`config.mk`:
```
export PLATFORM = sky130hd
export DESIGN_NAME = bias_add_relu
export DESIGN_NICKNAME = d
export VERILOG_FILES = /design/src/rtl/bias_add_pkg.sv /design/src/rtl/bias_add_relu_fifo.sv /design/src/rtl/bias_add_relu.sv
export SDC_FILE = /design/constraint.sdc
export NUM_CORES = 1
export LEC_CHECK = 0
export CAP_MARGIN = 15
export CORE_ASPECT_RATIO = 0.8
export CORE_MARGIN = 2
export CORE_UTILIZATION = 59
export CTS_CLUSTER_SIZE = 10
export DETAILED_ROUTE_END_ITERATION = 10
export PLACE_DENSITY = 0.76
export REMOVE_ABC_BUFFERS = 1
export SKIP_CTS_REPAIR_TIMING = 1
export SLEW_MARGIN = 20
export SYNTH_ARGS = -nofsm -noshare
export SYNTH_HDL_FRONTEND = slang
export SYNTH_SLANG_ARGS = --single-unit
export TNS_END_PERCENT = 30
```
`constraint.sdc`:
```
create_clock -name clk -period 14.57 [get_ports clk]
set_input_delay 2.1855 -clock clk [delete_from_list [all_inputs] [get_ports clk]]
set_output_delay 2.1855 -clock clk [all_outputs]
set_load 0.1 [all_outputs]
```
`src/rtl/bias_add_pkg.sv`:
```
// Shared types and fixed-point helpers for the bias-add / requantisation stage.
// The rounding helper is kept here so later requant stages can reuse it.
package bias_add_pkg;

    typedef enum logic [1:0] {
        ST_IDLE  = 2'd0,
        ST_RUN   = 2'd1,
        ST_DRAIN = 2'd2,
        ST_DONE  = 2'd3
    } state_t;

    localparam int SHIFT_W = 5;
    localparam int CALC_W  = 64;

    function automatic logic signed [CALC_W-1:0] sat_max(input int o_bw);
        return (64'sd1 <<< (o_bw - 1)) - 64'sd1;
    endfunction

    function automatic logic signed [CALC_W-1:0] sat_min(input int o_bw);
        return -(64'sd1 <<< (o_bw - 1));
    endfunction

    // s must already be sign-extended from a w-bit value; shifts of w or more
    // collapse to the sign so the rounding constant cannot flip the result.
    function automatic logic signed [CALC_W-1:0] round_shift_sat(
        input logic signed [CALC_W-1:0] s,
        input logic [SHIFT_W-1:0]       shift,
        input int                       w,
        input int                       o_bw,
        input logic                     relu
    );
        logic signed [CALC_W-1:0] r;
        logic signed [CALC_W-1:0] half;
        half = '0;
        if (shift == '0) begin
            r = s;
        end else if (int'(shift) >= w) begin
            r = s[CALC_W-1] ? -64'sd1 : 64'sd0;
        end else begin
            half = 64'sd1 <<< (shift - 5'd1);
            r    = (s + half) >>> shift;
        end
        if (r > sat_max(o_bw)) begin
            r = sat_max(o_bw);
        end else if (r < sat_min(o_bw)) begin
            r = sat_min(o_bw);
        end
        if (relu && r[CALC_W-1]) begin
            r = '0;
        end
        return r;
    endfunction

endpackage

```
`src/rtl/bias_add_relu_fifo.sv`:
```
// Synchronous FIFO with registered read data and an occupancy counter that
// distinguishes full from empty; used as the per-channel bias buffer.
module sync_fifo #(
    parameter int WIDTH = 8,
    parameter int DEPTH = 64,
    parameter int CNT_W = $clog2(DEPTH + 1)
) (
    input  logic             clk,
    input  logic             rst_n,
    input  logic             flush_i,
    input  logic             push_i,
    input  logic             pop_i,
    input  logic [WIDTH-1:0] data_i,
    output logic [WIDTH-1:0] data_o,
    output logic             full_o,
    output logic             empty_o,
    output logic [CNT_W-1:0] count_o
);

    localparam int PTR_W = (DEPTH > 1) ? $clog2(DEPTH) : 1;

    logic [WIDTH-1:0] mem_q [DEPTH];
    logic [PTR_W-1:0] wr_ptr_q, rd_ptr_q;
    logic [CNT_W-1:0] count_q, count_d;
    logic [WIDTH-1:0] data_q;
    logic             do_push, do_pop;

    assign full_o  = (count_q == CNT_W'(DEPTH));
    assign empty_o = (count_q == '0);
    assign count_o = count_q;
    assign data_o  = data_q;

    // A full FIFO still takes a word when the same cycle frees a slot.
    assign do_pop  = pop_i && !empty_o && !flush_i;
    assign do_push = push_i && (!full_o || do_pop) && !flush_i;

    // NOTE: every signal written in always_comb gets a default first, so no path leaves it unassigned and no latch is inferred.
    always_comb begin
        count_d = count_q;
        case ({do_push, do_pop})
            2'b10:   count_d = count_q + CNT_W'(1);
            2'b01:   count_d = count_q - CNT_W'(1);
            default: count_d = count_q;
        endcase
    end

    // NOTE: state registers use non-blocking assignments so every flop samples pre-edge values regardless of statement order.
    always_ff @(posedge clk) begin
        if (!rst_n || flush_i) begin
            wr_ptr_q <= '0;
            rd_ptr_q <= '0;
            count_q  <= '0;
        end else begin
            if (do_push) wr_ptr_q <= wr_ptr_q + PTR_W'(1);
            if (do_pop)  rd_ptr_q <= rd_ptr_q + PTR_W'(1);
            count_q <= count_d;
        end
    end

    // NOTE: storage is deliberately not reset; the pointers and count define validity, and a resettable array would defeat RAM inference.
    always_ff @(posedge clk) begin
        if (do_push) mem_q[wr_ptr_q] <= data_i;
    end

    always_ff @(posedge clk) begin
        if (!rst_n) begin
            data_q <= '0;
        end else if (do_pop) begin
            data_q <= mem_q[rd_ptr_q];
        end
    end

endmodule

```
`src/rtl/bias_add_relu.sv`:
```
// Pairs buffered bias words with accumulator results, then rounds, saturates
// and optionally rectifies them into a valid/ready activation stream.
module bias_add_relu
    import bias_add_pkg::*;
#(
    parameter int B_BW       = 8,
    parameter int ACC_BW     = 20,
    parameter int O_BW       = 8,
    parameter int FIFO_DEPTH = 64,
    parameter int CNT_W      = 16
) (
    input  logic              clk,
    input  logic              rst_n,
    input  logic              i_run,
    input  logic [CNT_W-1:0]  i_num_cnt,
    input  logic [4:0]        i_shift,
    input  logic              i_relu_en,
    input  logic              i_bias_valid,
    input  logic [B_BW-1:0]   i_bias,
    input  logic              i_acc_valid,
    output logic              o_acc_ready,
    input  logic [ACC_BW-1:0] i_acc,
    output logic              o_valid,
    input  logic              i_ready,
    output logic [O_BW-1:0]   o_data,
    output logic              o_idle,
    output logic              o_busy,
    output logic              o_done,
    output logic              o_err_ovf
);

    localparam int W   = ACC_BW + 2;
    localparam int FCW = $clog2(FIFO_DEPTH + 1);

    state_t                  state_q, state_d;
    logic [CNT_W-1:0]        cnt_q, cnt_d;
    logic [CNT_W-1:0]        acc_cnt_q, acc_cnt_d;
    logic [SHIFT_W-1:0]      shift_q, shift_d;
    logic                    relu_q, relu_d;
    logic                    ovf_q, ovf_d;

    logic                    s1_valid_q;
    logic [ACC_BW-1:0]       s1_acc_q;
    logic                    o_valid_q;
    logic [O_BW-1:0]         o_data_q;

    logic                    fifo_push, fifo_pop, fifo_flush;
    logic                    fifo_full, fifo_empty;
    logic [FCW-1:0]          fifo_count_unused;
    logic [B_BW-1:0]         bias_rd;

    logic                    pipe_en;
    logic                    acc_accept;
    logic                    ovf_event;
    logic signed [W-1:0]     sum_w;
    logic signed [CALC_W-1:0] sum_ext;
    logic signed [CALC_W-1:0] rss;

    // Both stages advance together; a held output freezes the whole pipe.
    assign pipe_en     = !o_valid_q || i_ready;
    assign o_acc_ready = (state_q == ST_RUN) && !fifo_empty &&
                         (acc_cnt_q < cnt_q) && pipe_en;
    assign acc_accept  = i_acc_valid && o_acc_ready;

    assign fifo_push  = i_bias_valid && (state_q != ST_DONE);
    assign fifo_pop   = acc_accept;
    assign fifo_flush = (state_q == ST_DONE);
    assign ovf_event  = fifo_push && fifo_full && !fifo_pop;

    sync_fifo #(
        .WIDTH (B_BW),
        .DEPTH (FIFO_DEPTH),
        .CNT_W (FCW)
    ) u_bias_fifo (
        .clk     (clk),
        .rst_n   (rst_n),
        .flush_i (fifo_flush),
        .push_i  (fifo_push),
        .pop_i   (fifo_pop),
        .data_i  (i_bias),
        .data_o  (bias_rd),
        .full_o  (fifo_full),
        .empty_o (fifo_empty),
        .count_o (fifo_count_unused)
    );

    always_comb begin
        state_d   = state_q;
        cnt_d     = cnt_q;
        shift_d   = shift_q;
        relu_d    = relu_q;
        acc_cnt_d = acc_cnt_q + {{(CNT_W-1){1'b0}}, acc_accept};
        ovf_d     = ovf_q || ovf_event;
        case (state_q)
            ST_IDLE: begin
                if (i_run) begin
                    cnt_d     = i_num_cnt;
                    shift_d   = i_shift;
                    relu_d    = i_relu_en;
                    acc_cnt_d = '0;
                    ovf_d     = ovf_event;
                    state_d   = (i_num_cnt == '0) ? ST_DONE : ST_RUN;
                end
            end
            ST_RUN: begin
                if (acc_cnt_d == cnt_q) state_d = ST_DRAIN;
            end
            ST_DRAIN: begin
                if (!s1_valid_q && !o_valid_q) state_d = ST_DONE;
            end
            default: state_d = ST_IDLE;
        endcase
    end

    always_ff @(posedge clk) begin
        if (!rst_n) begin
            state_q   <= ST_IDLE;
            cnt_q     <= '0;
            acc_cnt_q <= '0;
            shift_q   <= '0;
            relu_q    <= 1'b0;
            ovf_q     <= 1'b0;
        end else begin
            state_q   <= state_d;
            cnt_q     <= cnt_d;
            acc_cnt_q <= acc_cnt_d;
            shift_q   <= shift_d;
            relu_q    <= relu_d;
            ovf_q     <= ovf_d;
        end
    end

    // Stage 1 holds the accepted accumulator alongside the FIFO's registered
    // bias word; stage 2 sums, rounds and clamps into the output register.
    assign sum_w   = $signed({{2{s1_acc_q[ACC_BW-1]}}, s1_acc_q}) +
                     $signed({{(W-B_BW){bias_rd[B_BW-1]}}, bias_rd});
    assign sum_ext = {{(CALC_W-W){sum_w[W-1]}}, sum_w};
    assign rss     = round_shift_sat(sum_ext, shift_q, W, O_BW, relu_q);

    always_ff @(posedge clk) begin
        if (!rst_n) begin
            s1_valid_q <= 1'b0;
            s1_acc_q   <= '0;
            o_valid_q  <= 1'b0;
            o_data_q   <= '0;
        end else if (pipe_en) begin
            s1_valid_q <= acc_accept;
            if (acc_accept) s1_acc_q <= i_acc;
            o_valid_q  <= s1_valid_q;
            if (s1_valid_q) o_data_q <= rss[O_BW-1:0];
        end
    end

    assign o_valid   = o_valid_q;
    assign o_data    = o_data_q;
    assign o_idle    = (state_q == ST_IDLE);
    assign o_busy    = (state_q == ST_RUN) || (state_q == ST_DRAIN);
    assign o_done    = (state_q == ST_DONE);
    assign o_err_ovf = ovf_q;

endmodule

```
# == Word level (Yosys, flattened, before mapping) ==
# Memories as Yosys holds them, arrays and structs flattened. A register that Yosys moved wholly into a read port is not among the register bits.
# Index checks and enable logic that the tools add are counted.
# word_totals
output_inout_bits,14
wordCells,92
ff_bits,90
mem_bits_rw,512
memories,1
# mem_list
memory,words,width,read_ports,rd_ports_with_merged_regs,wr,line_no,rtl
u_bias_fifo.mem_q,64,8,1,1,1,bias_add_relu_fifo.sv:22,logic [WIDTH-1:0] mem_q [DEPTH];
# classes
shifts,2
mux,18
addsub,8
n_lt_le_gt_ge,4
n_reduce_logical,35
eq_ne,11
# op_table
operator,n
two-way mux 64 bit,5
adder 21 x 64 -> 64 bit,1
> comparator 64 x 8 -> 1 bit (second input constant),1
less-than comparator 64 x 8 -> 1 bit (second input constant),1
<<< shifter 2 x 5 -> 64 bit (first input constant),1
>>> shifter 64 x 5 -> 64 bit,1
two-way mux 16 bit,2
adder 20 x 8 -> 21 bit,1
adder 16 x 1 -> 16 bit,1
equality test 16 bit,1
logical NOT 16 bit,1
less-than comparator 16 bit,1
one-hot mux 7 bit (2 select lines),1
logical AND 1 bit,13
adder 6 x 1 -> 6 bit (second input constant),2
logical NOT 1 bit,8
two-way mux 2 bit,4
two-way mux 8 bit,1
adder 7 x 1 -> 7 bit (second input constant),1
equality test 7 bit (second input constant),1
logical NOT 7 bit,1
subtractor 7 x 1 -> 7 bit (second input constant),1
equality test 2 bit (second input constant),3
!= test 2 bit (second input constant),3
12 further kinds,22

# == Longest topological paths before layout ==
# Gate-level depths: netlist (run 1).
# depth
ltp_word,13
depth_mapped,36

# == Modules after synthesis ==
# From an unflattened synthesis (run 1), not the netlist that was laid out.
# hier_totals
cells_unflattened,2849
area_unflattened_um2,33189.3
# modules_own_cells
module,cells_per_inst,area_per_inst_um2,instances,seq_area_each_um2
sync_fifo,1117,21234.1,1,15915.3
bias_add_relu,1732,11955.2,1,1421.4

# == Worst setup path before layout (run 1) ==
# No wires, ideal clock.
# synth_timing
path_kind,register to register
from,register s1_acc_q[0]
to,"register o_data_q[6], in the netlist o_data[6]"
n_path_buf,2
period_less_slack_ps,7357
stages_incl_launch_ff,32
setup_slack_ps,7213
t_arrival_ps,7282
setup_ps,75
cell_sequence,dfxtp_1 ha_1 inv_1 fa_1 and2b_1 o2111ai_2 a211o_2 a311oi_2 a31o_4 inv_2 buf_2 ha_1 buf_2 a21oi_1 o21ai_0 a221oi_1 o211ai_1 a21o_1 mux2i_1 a31oi_1 or4_1 a211o_1 nor4b_1 a21oi_1 nand4b_1 ha_1 inv_1 nand2_1 a2111o_1 o21ai_1 o221ai_1 a31oi_1
# synth_between
elab_chain_len,10
word_cells_on_any_way,12
# synth_lines
item,line_no,rtl
start: declaration,bias_add_relu.sv:43,logic [ACC_BW-1:0] s1_acc_q;
start signal: assignment,bias_add_relu.sv:148,if (acc_accept) s1_acc_q <= i_acc;
adder 20 x 8 -> 21 bit *,bias_add_relu.sv:135,"assign sum_w = $signed({{2{s1_acc_q[ACC_BW-1]}}, s1_acc_q}) +"
adder 21 x 64 -> 64 bit,bias_add_pkg.sv:41,r = (s + half) >>> shift;
>>> shifter 64 x 5 -> 64 bit,bias_add_pkg.sv:41,
two-way mux 64 bit,bias_add_pkg.sv:37,end else if (int'(shift) >= w) begin
two-way mux 64 bit *,bias_add_pkg.sv:35,if (shift == '0) begin
less-than comparator 64 x 8 -> 1 bit,bias_add_pkg.sv:45,end else if (r < sat_min(o_bw)) begin
two-way mux 64 bit,bias_add_pkg.sv:45,
two-way mux 64 bit *,bias_add_pkg.sv:43,if (r > sat_max(o_bw)) begin
logical AND 1 bit,bias_add_pkg.sv:48,if (relu && r[CALC_W-1]) begin
two-way mux 8 bit *,bias_add_pkg.sv:48,
end signal: assignment,bias_add_relu.sv:150,if (s1_valid_q) o_data_q <= rss[O_BW-1:0];
end: declaration,bias_add_relu.sv:45,logic [O_BW-1:0] o_data_q;
# Mark *: on every way between the ends. The rest lies on a longest branch, timed or not.
# A chain may end at the register's enable or synchronous reset.

# == Final worst setup path (run 1) ==
# layout_timing
from,"register u_bias_fifo.data_q[0], in the netlist u_bias_fifo.data_o[0], read port of u_bias_fifo.mem_q"
to,"register o_data_q[6], in the netlist o_data[6]"
# layout_between
elab_chain_len,10
word_cells_on_any_way,12
# layout_lines
item,line_no,rtl
start: declaration,bias_add_relu_fifo.sv:25,logic [WIDTH-1:0] data_q;
adder 20 x 8 -> 21 bit *,bias_add_relu.sv:135,
adder 21 x 64 -> 64 bit,bias_add_pkg.sv:41,
>>> shifter 64 x 5 -> 64 bit,bias_add_pkg.sv:41,
two-way mux 64 bit,bias_add_pkg.sv:37,
two-way mux 64 bit *,bias_add_pkg.sv:35,
less-than comparator 64 x 8 -> 1 bit,bias_add_pkg.sv:45,
two-way mux 64 bit,bias_add_pkg.sv:45,
two-way mux 64 bit *,bias_add_pkg.sv:43,
logical AND 1 bit,bias_add_pkg.sv:48,
two-way mux 8 bit *,bias_add_pkg.sv:48,
# Marks and branches as above.

==> impl_metrics.tcl, run 1 <==
set metrics [dict create \
    area_growth_syn_to_layout_pct 9.98 \
    layout-drive-gt1-share_pct 14.1 \
    worst-path-max-fanout 26 \
    drt-initial-drc-count 3705 \
    final_critical_path_setup_slack_ns 5.64 \
    htreeDepth 3 \
    placedInstanceArea_sq_mm 0.0336 \
    synth_top_area_cell "sky130_fd_sc_hd__edfxtp_1" \
    tritoncts "yes" \
    critical_path_s_slowest_cell "sky130_fd_sc_hd__ha_1" \
    crit_arrival_ns 9.45 \
    setup_violations 0 \
    number_of_buffers_between_clock_root_and_the_deepest_sink 3 \
    gate_count_post_synth 2564 \
    clockRootBuffer "sky130_fd_sc_hd__clkbuf_16" \
    static-leakage-power_nw 11.9 \
    outcome "complete, no violations" \
    rrSetupSlack_ns 5.64 \
    layout.nets 2725 \
    global_route_wire_length_before_repair_um 151000 \
    remaining_drc_errors 0 \
    place_hpwl_um 65800 \
    overflow 0 \
    yosys_register_bits 610 \
    finalWeightedCongestion 1.03 \
    number_of_standard_cell_rows_in_the_floorplan 76 \
    rsz0062_at_grt "no" \
    power.density_cell_area_mw_per_mm2 152 \
    clkTransAtPathRegs_ns 0.07 \
    worst_r2r_startpoint "u_bias_fifo.data_o[0]" \
    pin_count_of_the_biggest_net_entering_global_routing 70 \
    power.total_mw 5.41 \
    timing.hold.ws_ns 0.467 \
    min_period_over_period_pct 61.3 \
    peakVddDrop_v 0.000118 \
    post-synth-top-count-cell "sky130_fd_sc_hd__edfxtp_1" \
    grt_antenna_before_repair 4 \
    antenna_diode_instance_count 0 \
    timing_worst_setup_path_type "reg -> reg" \
    die_area_sq_mm 0.0568 \
    syn-cell-area_sq_mm 0.0324 \
    whs_path_depth 2 \
    cp_common_cell "sky130_fd_sc_hd__ha_1" \
    io_pins 70 \
    dpl.cell_count 3211 \
    start_util_pct 59.9 \
    ff2ff_path_depth 31 \
    yosys_warnings 0 \
    cts.sink_count 610 \
    synth.cells.most_frequent "sky130_fd_sc_hd__edfxtp_1, sky130_fd_sc_hd__nor2_1, sky130_fd_sc_hd__nand2_1" \
    ys.flop_type "sky130_fd_sc_hd__edfxtp_1" \
    slowest_delay_ns 0.59 \
    hold_class "reg -> reg" \
    synth_async_sr_flop_share_pct 0 \
    synth_enable_flop_cells 512 \
    grt_pass1_vias 23200 \
    final_core_utilization_pct 65.9 \
    clock-skew-final_ns 0.0299 \
    finalMaxSlewViolations 0 \
    clock_latency_ns 0.60 \
    synth_top_cells_by_area "sky130_fd_sc_hd__edfxtp_1, sky130_fd_sc_hd__mux4_2, sky130_fd_sc_hd__dfxtp_1, sky130_fd_sc_hd__ha_1, sky130_fd_sc_hd__nor2_1" \
    synth.distinct_cells 116 \
    grtUsageTotal_pct 35.9 \
    timing.critical_path.from "u_bias_fifo.data_o[0]" \
    count_of_port_buffers_added_during_placement 69 \
    placeableCoreArea_sq_mm 0.0540 \
    tritoncts.num_buffers 71 \
    slew-limit-headroom_pct 22.6 \
    num-fill-cells 3825 \
    final_hold_viol_count 0 \
    die_h_um 214 \
    wl_per_cell_um 30.4 \
    worstPathRequired_ns 15.09 \
    synth_area_per_cell_sq_um 12.6 \
    max_slew.worst_pin.slew_ns 1.16 \
    fmax_mhz 112 \
    die-width_um 266 \
    hold_crit_endpoint "cnt_q[13]" \
    fin_cells 3310 \
    synth_seq_area_share_pct 53.6 \
    place_worst_setup_slack_ns 5.72 \
    min_from "cnt_q[13]" \
    worstSetupEndpointType "flop" \
    final_period_minus_worst_setup_slack_ns 8.93 \
    route.detailed.vias_per_inst 7.24 \
    drtAntennaViolNets 0 \
    maxCapViolations 0 \
    post_route_cell_area_sq_mm 0.0356 \
    crit-reg2reg-capture "o_data[6]" \
    route.vias.total 24000 \
    drtPass1Iterations 6 \
    fin_setup_tns_ns 0 \
    startpoint_type "flop" \
    routed_wl_um 101000 \
    synth.top_cell.area_share_pct 47.5 \
]
-- worst max-delay path, delay by kind of cell, from the launching register on --
kind                     cells  cell delay, ns
AO/OA/AOI/OAI               16            4.15
buffers and inverters        3            0.46
adder cells (fa/ha/maj)      4            1.44
multiplexers                 1            0.33
flip-flops                   1            0.34
XOR/XNOR                     1            0.35
AND/OR/NAND/NOR              6            1.75
-- logic make-up after synthesis --
| family | synth area share (%) |
|---|---|
| buffers and inverters | 2.67 |
| AO/OA/AOI/OAI | 13.3 |
| multiplexers | 13.8 |
| flip-flops | 53.6 |
| adder cells (fa/ha/maj) | 3.42 |
| AND/OR/NAND/NOR | 11.0 |
| XOR/XNOR | 2.26 |
-- cells in the final DEF, fill, tap and decap left out, types with 57 or more instances in the layout --
cell / netlist / routed
sky130_fd_sc_hd__dfxtp_1: 98 / 92
sky130_fd_sc_hd__nor2_1: 254 / 254
sky130_fd_sc_hd__a21oi_1: 113 / 113
sky130_fd_sc_hd__nand3_1: 57 / 57
sky130_fd_sc_hd__mux4_2: 171 / 171
sky130_fd_sc_hd__o21ai_0: 72 / 71
sky130_fd_sc_hd__clkdlybuf4s50_1: 0 / 60
sky130_fd_sc_hd__clkbuf_16: 0 / 72
sky130_fd_sc_hd__ha_1: 82 / 82
sky130_fd_sc_hd__nand2_1: 201 / 201
sky130_fd_sc_hd__edfxtp_1: 512 / 512
-- routing by layer --
layer	GRT usage [%]	up-vias	routed length (um)
li1	-	10100	-
met4	9.57	4	2510
met1	52.6	11900	41100
met3	11.0	240	13600
met5	0	-	28
met2	52.5	1785	43400
-- how the worst max path moves through the flow --
stage                end  slack (ns)  depth (start not counted)
4_1_cts        o_data[6]        5.59                         28
6_report       o_data[6]        5.64                         31
3_3_place_gp   o_data[6]        5.88                         29
5_1_grt        o_data[6]        5.07                         27
2_1_floorplan  o_data[6]        6.44                         25
3_5_place_dp   o_data[6]        5.72                         29
-- registers in the layout, indices dropped and copies added (netlist names) --
| signal | count |
|---|---|
| u_bias_fifo.count_o | 7 |
| o_valid | 1 |
| cnt_q | 16 |
| u_bias_fifo.data_o | 8 |
| u_bias_fifo.mem_q | 512 |
| s1_acc_q | 20 |
| shift_q | 5 |
| o_err_ovf | 1 |
| s1_valid_q | 1 |
| u_bias_fifo.wr_ptr_q | 6 |
| state_q | 2 |
| o_data | 8 |
| acc_cnt_q | 16 |
| relu_q | 1 |
| u_bias_fifo.rd_ptr_q | 6 |
-- power by group --
part           internal [mW]  total, mW  switching [mW]
Sequential              1.94       2.00          0.0611
Clock                  0.918       1.60           0.678
Combinational          0.614       1.81            1.20
Total                   3.47       5.41            1.94
-- final cells by class --
type	count	area [sq um]	share of cell area (%)
clock buffer	90	1870	5.25
multi-input combinational	1736	14200	39.9
inverter	55	206	0.580
clock inverter	7	125	0.351
sequential	610	17300	48.7
tap	702	878	2.47
timing repair buffer	110	983	2.76
(Power assumes the default switching activity.)
==> run 2: changes to the inputs <==
--- a/config.mk
+++ b/config.mk
@@ -8,10 +8,10 @@
 export CAP_MARGIN = 15
 export CORE_ASPECT_RATIO = 0.8
 export CORE_MARGIN = 2
-export CORE_UTILIZATION = 59
+export CORE_UTILIZATION = 57
 export CTS_CLUSTER_SIZE = 10
 export DETAILED_ROUTE_END_ITERATION = 10
-export PLACE_DENSITY = 0.76
+export PLACE_DENSITY = 0.77
 export REMOVE_ABC_BUFFERS = 1
 export SKIP_CTS_REPAIR_TIMING = 1
 export SLEW_MARGIN = 20
==> constraint.sdc (replaced) <==
create_clock -name clk -period 8.1 [get_ports clk]
set_input_delay 1.215 -clock clk [delete_from_list [all_inputs] [get_ports clk]]
set_output_delay 1.215 -clock clk [all_outputs]
set_load 0.1 [all_outputs]
==> run 2 against run 1 <==
- flip-flop and latch count stayed put
- first-iteration DRC count increased by 17%
- final cell count rose by 5.6%
- worst setup slack worse by 5.5 ns
- register-to-register slack got worse by 5.5 ns
- maximum frequency grew 12%
- largest cell class unchanged
==> impl_metrics.tcl, run 2 (synthesis results as in run 1) <==
set metrics [dict create \
    clock-skew-final_ns 0.0337 \
    static-leakage-power_nw 12.6 \
    final_core_utilization_pct 65.3 \
    clock_power_share_pct 28.6 \
    rrSetupSlack_ns 0.13 \
    p_sw_mw 3.66 \
    outcome "complete, no violations" \
    maxCapViolations 0 \
    count_of_port_buffers_added_during_placement 69 \
    worst-path-max-fanout 7 \
    antenna_diode_instance_count 0 \
    clock_latency_ns 0.61 \
    final_period_minus_worst_setup_slack_ns 7.97 \
    route.detailed.vias_per_inst 7.19 \
    placedInstanceArea_sq_mm 0.0345 \
    power.share.switching_pct 36.4 \
    drtAntennaViolNets 0 \
    power.density_cell_area_mw_per_mm2 273 \
    ff2ff_path_depth 32 \
    worstSetupEndpointType "flop" \
    min_period_over_period_pct 98.4 \
    layout-drive-gt1-share_pct 19.4 \
    die_h_um 217 \
    clkTransAtPathRegs_ns 0.06 \
    dpl.cell_count 3382 \
    io_pins 70 \
    start_util_pct 57.4 \
    slew-limit-headroom_pct 25.6 \
    fin_cells 3494 \
    layout.cells.most_common_list "sky130_fd_sc_hd__edfxtp_1, sky130_fd_sc_hd__nor2_1, sky130_fd_sc_hd__nand2_1, sky130_fd_sc_hd__mux4_2, sky130_fd_sc_hd__buf_4" \
    wl_per_cell_um 30.7 \
    finalWeightedCongestion 1.04 \
    slowest_delay_ns 0.51 \
    final_critical_path_setup_slack_ns 0.133 \
    post_route_cell_area_sq_mm 0.0369 \
    power.share.combinational_pct 35.7 \
    startpoint_type "flop" \
    placeableCoreArea_sq_mm 0.0564 \
    critical_path_s_slowest_cell "sky130_fd_sc_hd__or4b_4" \
    htreeDepth 3 \
    place_worst_setup_slack_ns 0.162 \
    fmax_mhz 126 \
    power.total_mw 10.1 \
    timing_worst_setup_path_type "reg -> reg" \
    worstPathRequired_ns 8.61 \
    peakVddDrop_v 0.000262 \
    timing.hold.ws_ns 0.466 \
    pin_count_of_the_biggest_net_entering_global_routing 87 \
    clockRootBuffer "sky130_fd_sc_hd__clkbuf_16" \
    cp_common_cell "sky130_fd_sc_hd__a21oi_1" \
    drtPass1Iterations 9 \
    final_hold_viol_count 0 \
    crit_arrival_ns 8.48 \
    max_slew.worst_pin.slew_ns 1.12 \
    layout.cells.most_common "sky130_fd_sc_hd__edfxtp_1" \
    worst_r2r_startpoint "s1_acc_q[1]" \
    area_growth_syn_to_layout_pct 13.8 \
    largest_register_ffs 512 \
    crit-reg2reg-capture "o_data[1]" \
    place_hpwl_um 70400 \
    tritoncts.num_buffers 71 \
    grtUsageTotal_pct 36.1 \
    power.share.sequential_pct 35.8 \
    crit_family "compound AO/OA/AOI/OAI gates" \
    timing.critical_path.from "s1_acc_q[1]" \
    setup_violations 0 \
    number_of_buffers_between_clock_root_and_the_deepest_sink 3 \
    tritoncts "yes" \
    remaining_drc_errors 0 \
    global_route_wire_length_before_repair_um 158000 \
    cts.sink_count 610 \
    number_of_standard_cell_rows_in_the_floorplan 78 \
    hold_class "reg -> reg" \
    overflow 0 \
    grt_pass1_vias 23900 \
    largest-register "u_bias_fifo.mem_q" \
    num-fill-cells 3978 \
    die-width_um 270 \
    timing.critical_path.depth 32 \
    layout_top_registers "u_bias_fifo.mem_q: 512 flops, s1_acc_q: 20 flops" \
    drt-initial-drc-count 4332 \
    routed_wl_um 107000 \
    cell_internal_power_dissipation_mw 6.40 \
    fin_setup_tns_ns 0 \
    critical_path_buffers_and_inverters 2 \
    grt_antenna_before_repair 3 \
    layout.nets 2841 \
    finalMaxSlewViolations 0 \
    route.vias.total 25100 \
    timing.critical_path.to "o_data[1]" \
    die_area_sq_mm 0.0587 \
]
run 2: layout make-up:
class / instances / area (sq um) / area share (%)
clock buffer: 99 / 1900 / 5.16
multi-input combinational: 1736 / 14500 / 39.3
tap: 760 / 951 / 2.58
sequential: 610 / 17300 / 47.1
clock inverter: 8 / 95.1 / 0.258
timing repair buffer: 226 / 1850 / 5.02
inverter: 55 / 206 / 0.560
run 2: routing by layer:
metal | up-vias | wire (um) | track usage [%]
li1 | 10300 | - | -
met1 | 12300 | 43100 | 54.9
met2 | 2188 | 44800 | 50.9
met3 | 291 | 16000 | 11.1
met4 | 6 | 3020 | 8.78
met5 | - | 75 | 0
run 2: worst min-delay path by stage:
stage	slack, ns	endpoint	from	cells after the start
global placement	0.46	cnt_q[4]	cnt_q[4]	2
global route	0.50	cnt_q[4]	cnt_q[4]	2
floorplan	0.44	cnt_q[13]	cnt_q[13]	2
CTS	0.47	cnt_q[4]	cnt_q[4]	2
finish	0.47	cnt_q[4]	cnt_q[4]	2
detailed placement	0.46	cnt_q[4]	cnt_q[4]	2
run 2: worst reg2reg max path, delay by kind of cell, from the launching register on:
family	cells	cell delay, ns
xor gates and xnor gates	2	0.49
buffers and inverters	2	0.23
and+or+nand+nor	6	1.56
AOI/OAI and AO/OA	18	3.95
DFF	1	0.33
adders and majority gates	3	0.98
muxes	1	0.35
run 2: power groups by stage:
| stage | sequential, mW | combinational [mW] | clock [mW] |
|---|---|---|---|
| CTS | 3.60 | 3.36 | 2.88 |
| detailed placement | 3.66 | 3.33 | 0 |
| floorplan | 3.75 | 1.99 | 0 |
| global placement | 3.65 | 3.31 | 0 |
| global route | 3.61 | 3.72 | 3.00 |
| finish | 3.60 | 3.59 | 2.87 |
